### src/rtl/uart_pkg.sv
// Shared UART defaults used as parameter defaults across the receive path.
package uart_pkg;

  localparam int unsigned UART_DATA_WIDTH    = 8;
  localparam int unsigned UART_RX_FIFO_DEPTH = 16;

endpackage

### src/rtl/uart_rx_fifo_if.sv
// Bus/deserializer-side signal bundle of the UART receive FIFO.
interface uart_rx_fifo_if
  import uart_pkg::*;
#(
  parameter int unsigned DATA_WIDTH = UART_DATA_WIDTH,
  parameter int unsigned DEPTH      = UART_RX_FIFO_DEPTH
);

  logic [DATA_WIDTH-1:0]    Rx_Data;
  logic                     Rx_Valid;
  logic                     Rd_En;
  logic [DATA_WIDTH-1:0]    Rd_Data;
  logic                     Empty;
  logic                     Full;
  logic [$clog2(DEPTH):0]   Count;
  logic                     Overrun;
  logic                     Ovr_Clr;
  logic [$clog2(DEPTH):0]   Thresh;
  logic                     Irq;

  modport master (
    output Rx_Data, Rx_Valid, Rd_En, Ovr_Clr, Thresh,
    input  Rd_Data, Empty, Full, Count, Overrun, Irq
  );

  modport slave (
    input  Rx_Data, Rx_Valid, Rd_En, Ovr_Clr, Thresh,
    output Rd_Data, Empty, Full, Count, Overrun, Irq
  );

endinterface

### src/rtl/uart_rx_fifo_mem.sv
// DEPTH x DATA_WIDTH register array: one synchronous write port, one asynchronous read port.
module uart_rx_fifo_mem
  import uart_pkg::*;
#(
  parameter int unsigned DATA_WIDTH = UART_DATA_WIDTH,
  parameter int unsigned DEPTH      = UART_RX_FIFO_DEPTH
) (
  input  logic                     clk_i,
  input  logic                     we_i,
  input  logic [$clog2(DEPTH)-1:0] waddr_i,
  input  logic [DATA_WIDTH-1:0]    wdata_i,
  input  logic [$clog2(DEPTH)-1:0] raddr_i,
  output logic [DATA_WIDTH-1:0]    rdata_o
);

  logic [DATA_WIDTH-1:0] mem_q [DEPTH];

  always_ff @(posedge clk_i) begin
    if (we_i) begin
      mem_q[waddr_i] <= wdata_i;
    end
  end

  assign rdata_o = mem_q[raddr_i];

endmodule

### src/rtl/uart_rx_fifo.sv
// UART receive FIFO: pointers, occupancy, sticky overrun and optional level interrupt.
// Define UART_RX_FIFO_IRQ_EN to build the threshold/overrun interrupt; otherwise Irq is 0.
module uart_rx_fifo
  import uart_pkg::*;
#(
  parameter int unsigned DATA_WIDTH = UART_DATA_WIDTH,
  parameter int unsigned DEPTH      = UART_RX_FIFO_DEPTH
) (
  input logic           CLK,
  input logic           RST,
  uart_rx_fifo_if.slave bus
);

  localparam int unsigned AW = $clog2(DEPTH);
  localparam int unsigned CW = AW + 1;

  logic [AW-1:0]         wr_ptr_q, wr_ptr_d, rd_ptr_q, rd_ptr_d;
  logic [CW-1:0]         count_q, count_d;
  logic                  overrun_q, overrun_d;
  logic                  empty, full, wr_fire, rd_fire, drop;
  logic [DATA_WIDTH-1:0] mem_rdata;

  assign empty = (count_q == '0);
  assign full  = (count_q == CW'(DEPTH));

  always_comb begin
    rd_fire   = bus.Rd_En && !empty;
    // A full FIFO still accepts a byte when the same cycle pops the head.
    wr_fire   = bus.Rx_Valid && (!full || bus.Rd_En);
    drop      = bus.Rx_Valid && full && !bus.Rd_En;
    wr_ptr_d  = wr_fire ? wr_ptr_q + AW'(1) : wr_ptr_q;
    rd_ptr_d  = rd_fire ? rd_ptr_q + AW'(1) : rd_ptr_q;
    count_d   = count_q + CW'(wr_fire) - CW'(rd_fire);
    overrun_d = drop || (overrun_q && !bus.Ovr_Clr);
  end

  always_ff @(posedge CLK) begin
    if (!RST) begin
      wr_ptr_q  <= '0;
      rd_ptr_q  <= '0;
      count_q   <= '0;
      overrun_q <= 1'b0;
    end else begin
      wr_ptr_q  <= wr_ptr_d;
      rd_ptr_q  <= rd_ptr_d;
      count_q   <= count_d;
      overrun_q <= overrun_d;
    end
  end

  uart_rx_fifo_mem #(
    .DATA_WIDTH (DATA_WIDTH),
    .DEPTH      (DEPTH)
  ) u_mem (
    .clk_i   (CLK),
    .we_i    (wr_fire),
    .waddr_i (wr_ptr_q),
    .wdata_i (bus.Rx_Data),
    .raddr_i (rd_ptr_q),
    .rdata_o (mem_rdata)
  );

  assign bus.Rd_Data = empty ? '0 : mem_rdata;
  assign bus.Empty   = empty;
  assign bus.Full    = full;
  assign bus.Count   = count_q;
  assign bus.Overrun = overrun_q;

`ifdef UART_RX_FIFO_IRQ_EN
  logic irq_q, irq_d;

  always_comb begin
    irq_d = ((bus.Thresh != '0) && (count_d >= bus.Thresh)) || overrun_d;
  end

  always_ff @(posedge CLK) begin
    if (!RST) begin
      irq_q <= 1'b0;
    end else begin
      irq_q <= irq_d;
    end
  end

  assign bus.Irq = irq_q;
`else
  logic unused_thresh;
  assign unused_thresh = ^bus.Thresh;
  assign bus.Irq       = 1'b0;
`endif

endmodule

### src/flat_wrapper.sv
// flat-port wrapper written by rule: the top's interface ports become plain ports
module uart_rx_fifo_flat import uart_pkg::*;
#(
  parameter int unsigned DATA_WIDTH = UART_DATA_WIDTH,
  parameter int unsigned DEPTH      = UART_RX_FIFO_DEPTH
)
  (CLK, RST, bus_Rx_Data, bus_Rx_Valid, bus_Rd_En, bus_Ovr_Clr, bus_Thresh, bus_Rd_Data, bus_Empty, bus_Full, bus_Count, bus_Overrun, bus_Irq);
  uart_rx_fifo_if #(.DATA_WIDTH(DATA_WIDTH), .DEPTH(DEPTH)) bus_i ();
  input logic CLK;
  input logic RST;
  input wire logic [$bits(bus_i.Rx_Data)-1:0] bus_Rx_Data;
  input wire logic [$bits(bus_i.Rx_Valid)-1:0] bus_Rx_Valid;
  input wire logic [$bits(bus_i.Rd_En)-1:0] bus_Rd_En;
  input wire logic [$bits(bus_i.Ovr_Clr)-1:0] bus_Ovr_Clr;
  input wire logic [$bits(bus_i.Thresh)-1:0] bus_Thresh;
  output wire logic [$bits(bus_i.Rd_Data)-1:0] bus_Rd_Data;
  output wire logic [$bits(bus_i.Empty)-1:0] bus_Empty;
  output wire logic [$bits(bus_i.Full)-1:0] bus_Full;
  output wire logic [$bits(bus_i.Count)-1:0] bus_Count;
  output wire logic [$bits(bus_i.Overrun)-1:0] bus_Overrun;
  output wire logic [$bits(bus_i.Irq)-1:0] bus_Irq;
  assign bus_i.Rx_Data = bus_Rx_Data;
  assign bus_i.Rx_Valid = bus_Rx_Valid;
  assign bus_i.Rd_En = bus_Rd_En;
  assign bus_i.Ovr_Clr = bus_Ovr_Clr;
  assign bus_i.Thresh = bus_Thresh;
  assign bus_Rd_Data = bus_i.Rd_Data;
  assign bus_Empty = bus_i.Empty;
  assign bus_Full = bus_i.Full;
  assign bus_Count = bus_i.Count;
  assign bus_Overrun = bus_i.Overrun;
  assign bus_Irq = bus_i.Irq;
  uart_rx_fifo #(.DATA_WIDTH(DATA_WIDTH), .DEPTH(DEPTH)) u_core (.CLK(CLK), .RST(RST), .bus(bus_i));
endmodule
### config.mk
export PLATFORM = sky130hd
export DESIGN_NAME = uart_rx_fifo_flat
export DESIGN_NICKNAME = d
export VERILOG_FILES = /design/src/rtl/uart_pkg.sv /design/src/rtl/uart_rx_fifo_if.sv /design/src/rtl/uart_rx_fifo_mem.sv /design/src/rtl/uart_rx_fifo.sv /design/src/flat_wrapper.sv
export SDC_FILE = /design/constraint.sdc
export NUM_CORES = 1
export LEC_CHECK = 0
export CAP_MARGIN = 20
export CORE_ASPECT_RATIO = 1.2
export CORE_UTILIZATION = 53
export DETAILED_ROUTE_END_ITERATION = 16
export PLACE_DENSITY = 0.75
export SLEW_MARGIN = 5
export SYNTH_ARGS = -nofsm -noshare
export SYNTH_HDL_FRONTEND = slang
export SYNTH_SLANG_ARGS = --single-unit
### constraint.sdc
create_clock -name CLK -period 2.75 [get_ports CLK]
set_input_delay 0.55 -clock CLK [delete_from_list [all_inputs] [get_ports CLK]]
set_output_delay 0.55 -clock CLK [all_outputs]
set_load 0.005 [all_outputs]
==> results.sh <==
export IMPL_area_growth_pct=25.1
export IMPL_hold_ws_ns=0.537
export IMPL_synth_top_cells_by_area="edfxtp_1 64%, mux4_2 7.2%, dfxtp_1 6.0%"
export IMPL_worstPathMaxFanout=4
export IMPL_synth_cell_types=36
export IMPL_postCtsHoldBufs=0
export IMPL_root_buffer="clkbuf_16"
export IMPL_instances_no_fill=548
export IMPL_synth_edf_count=128
export IMPL_coreArea_um2=11000
export IMPL_path_class="reg2out"
export IMPL_start_util_pct=54.3
export IMPL_netlist_area_leader_share_pct=64.4
export IMPL_slew_viol_final=0
export IMPL_outcome="finished with violations"
export IMPL_synth_top_cell_by_area="edfxtp_1"
export IMPL_antenna_cells=0
export IMPL_dpl_cell_area_um2=6640
export IMPL_maxSlewHeadroom_pct=35.2
export IMPL_path_clk_slew_ns=0.06
export IMPL_dp_cells=501
export IMPL_avgSynthCellArea_um2=18.5
export IMPL_route_vias_total=3171
export IMPL_fin_ws_ns=-0.0567
export IMPL_fin_skew_ns=0.00525
export IMPL_numPortBuffers=28
export IMPL_first_pass_iters=5
export IMPL_die_y_um=118
export IMPL_synth_top_family_by_area="multiplexers"
export IMPL_violations="setup timing"
export IMPL_synth_compound_area_share_pct=2.22
export IMPL_clockBufferDepth=2
export IMPL_nFillCells=686
export IMPL_startpoint_type="flip-flop"
export IMPL_synth_async_reset_ratio_pct=0
export IMPL_routed_wl_um=12100
export IMPL_pre_cts_ws_ns=-0.148
export IMPL_cts_buffers=17
export IMPL_max_cap_viol_count=0
export IMPL_peakVddDrop_mv=0.607
export IMPL_ys_flop_type="edfxtp_1"
export IMPL_required_ns=2.20
export IMPL_grt_start_max_net_pins=25
export IMPL_drc=0
export IMPL_clk_latency_ns=0.42
export IMPL_powerDensity_nw_per_um2=910
export IMPL_die_w_um=98.9
export IMPL_synth_warnings=0
export IMPL_drive_gt1_share_pct=37.3
export IMPL_final_period_utilization_pct=102
export IMPL_gp_congestion=0.742
export IMPL_pwr_share_seq_pct=38.0
export IMPL_cts_htree_levels=4
export IMPL_synth_area_um2=5970
export IMPL_ys_seq_elements=146
export IMPL_grt_pass1_wl_um=18800
export IMPL_drtIter0Drc=248
export IMPL_p_int_uw=5030
export IMPL_max_freq_mhz=356
export IMPL_clkSinkCount=146
export IMPL_worstMarginPinSlew_ns=0.969
export IMPL_switching_share_pct=25.9
export IMPL_synthXorXnorAreaFrac_pct=1.32
export IMPL_synthSimpleGateAreaFrac_pct=4.70
export IMPL_synthCells=323
export IMPL_viasPerCell=5.79
export IMPL_ys_top_cells_by_count="128 x edfxtp_1, 19 x mux4_2, 18 x dfxtp_1, 14 x nor2_1"
export IMPL_crit_arrival_ns=2.26
export IMPL_post_route_min_period_ns=2.81
export IMPL_synth_most_common_cell="edfxtp_1"
export IMPL_synthMuxAreaShare_pct=15.9
export IMPL_fin_tns_setup_ns=-0.0703
export IMPL_grt_pass1_vias=3339
export IMPL_place_detailed_hpwl_um=7230
export IMPL_p_comb_share_pct=28.3
export IMPL_dieArea_um2=11700
export IMPL_power_frac_clock_pct=33.7
export IMPL_power_net_switching_uw=1760
export IMPL_p_leak_uw=0.00258
export IMPL_wire_per_inst_um=22.0
export IMPL_synth_seq_area_share_pct=70.4
export IMPL_ant_nets=0
export IMPL_num_rows=42
export IMPL_layout_nets=433
export IMPL_hold_class="reg2reg"
export IMPL_synth_fa_ha_area_share_pct=2.64
export IMPL_hold_viol=0
export IMPL_final_area_um2=7470
export IMPL_grt_use_total_pct=22.8
export IMPL_cp_end_kind="output port"
export IMPL_io_pins=35
export IMPL_setup_violations_final=2
export IMPL_antenna_found_initial=0
export IMPL_overflow=0
export IMPL_syn_nets=353
export IMPL_rsz0062_at_grt="true"
export IMPL_cts_tree="done"
==> layer usage <==
metal  track usage, %  share of wire (%)  vias to the layer above
met5                0                  0                        -
met2             39.5                 54                      109
met1             27.4                 40                     1623
met3             6.15                4.7                       19
li1                 -                  -                     1420
met4             7.84                1.7                        0
==> power by group through the flow <==
stage	sequential, µW	clock, µW	combinational (µW)
global placement	2610	0	1540
CTS	2580	2320	1870
global route	2590	2400	2090
finish	2580	2290	1920
detailed placement	2620	0	1590
floorplan	2610	0	944
==> final timing paths <==
path	slack [ns]	cells after the start	to	from
worst max-delay path	-0.06	8	bus_Rd_Data[3]	flip-flop
worst min-delay path	0.54	2	u_core.wr_ptr_q[1]	u_core.wr_ptr_q[1]
worst max register to register	-0.01	12	u_core.bus.Count[4]	u_core.bus.Count[3]
worst min register to register	0.54	2	u_core.wr_ptr_q[1]	u_core.wr_ptr_q[1]
==> area by class of cell <==
cell class | count | area, µm² | area share [%]
Multi-Input combinational cell | 148 | 1690 | 22.7
Clock buffer | 18 | 429 | 5.75
Inverter | 10 | 37.5 | 0.503
Clock inverter | 14 | 165 | 2.21
Tap cell | 132 | 165 | 2.21
Timing Repair Buffer | 80 | 764 | 10.2
Sequential cell | 146 | 4210 | 56.4
==> cell usage in the layout (no fill, tap or decap), types with 2 or more instances in the layout <==
master	synthesis	final
xor2_1	3	3
and3_1	2	2
mux4_2	19	32
ha_1	11	8
nor3_1	4	4
inv_1	10	7
nor2b_1	4	4
clkinv_4	0	5
dfxtp_1	18	15
clkdlybuf4s50_1	0	20
clkinv_2	0	4
buf_4	2	41
bufinv_16	0	3
ha_4	0	3
nand2_1	5	5
o21ai_0	6	3
and2_1	13	13
buf_16	0	2
edfxtp_1	128	128
nand3_1	3	3
o21ai_2	0	6
nor2_1	14	14
buf_12	1	6
clkbuf_16	0	17
xnor2_1	6	6
nand2b_1	2	2
a21oi_2	0	4
mux2i_1	9	8
mux2_4	0	8
buf_8	0	2
a21oi_1	11	7
o21ai_4	0	2
buf_2	5	8
inv_2	0	3
dfxtp_2	0	2
==> worst max-delay path: stages, from the launching register on <==
cell	delay, ns
dfxtp_4	0.37
buf_12	0.12
buf_12	0.10
buf_16	0.10
mux4_2	0.50
mux2_4	0.30
o21ai_4	0.14
a21oi_2	0.05
buf_2	0.17
==> cell families after synthesis <==
group / after synthesis
other: 1
DFF: 146
AOI/OAI and AO/OA: 25
buffers and inverters: 29
muxes: 49
xor gates and xnor gates: 9
and+or+nand+nor: 52
adders and majority gates: 12
==> registers in the layout, indices dropped and copies added (netlist names), named ones only <==
signal and cells:
u_core.rd_ptr_q 4, u_core.u_mem.mem_q 128, u_core.bus.Count 5, u_core.wr_ptr_q 4, u_core.bus.Overrun 1
==> repair_timing <==
item                                    4_1_cts  5_1_grt
cloned                                        2        0
buffers inserted                             12        3
endpoints found under the setup margin       10        7
resized for setup                            80        7
pin swaps                                     3        1
==> metrics by stage <==
stage | power (µW) | util [%]
detailed placement | 4210 | 60.4
global placement | 4140 | 60.4
floorplan | 3560 | -
finish | 6790 | 68.0
global route | 7080 | 68.0
CTS | 6760 | 67.7
No activity file was read; power rests on OpenSTA's default activity.
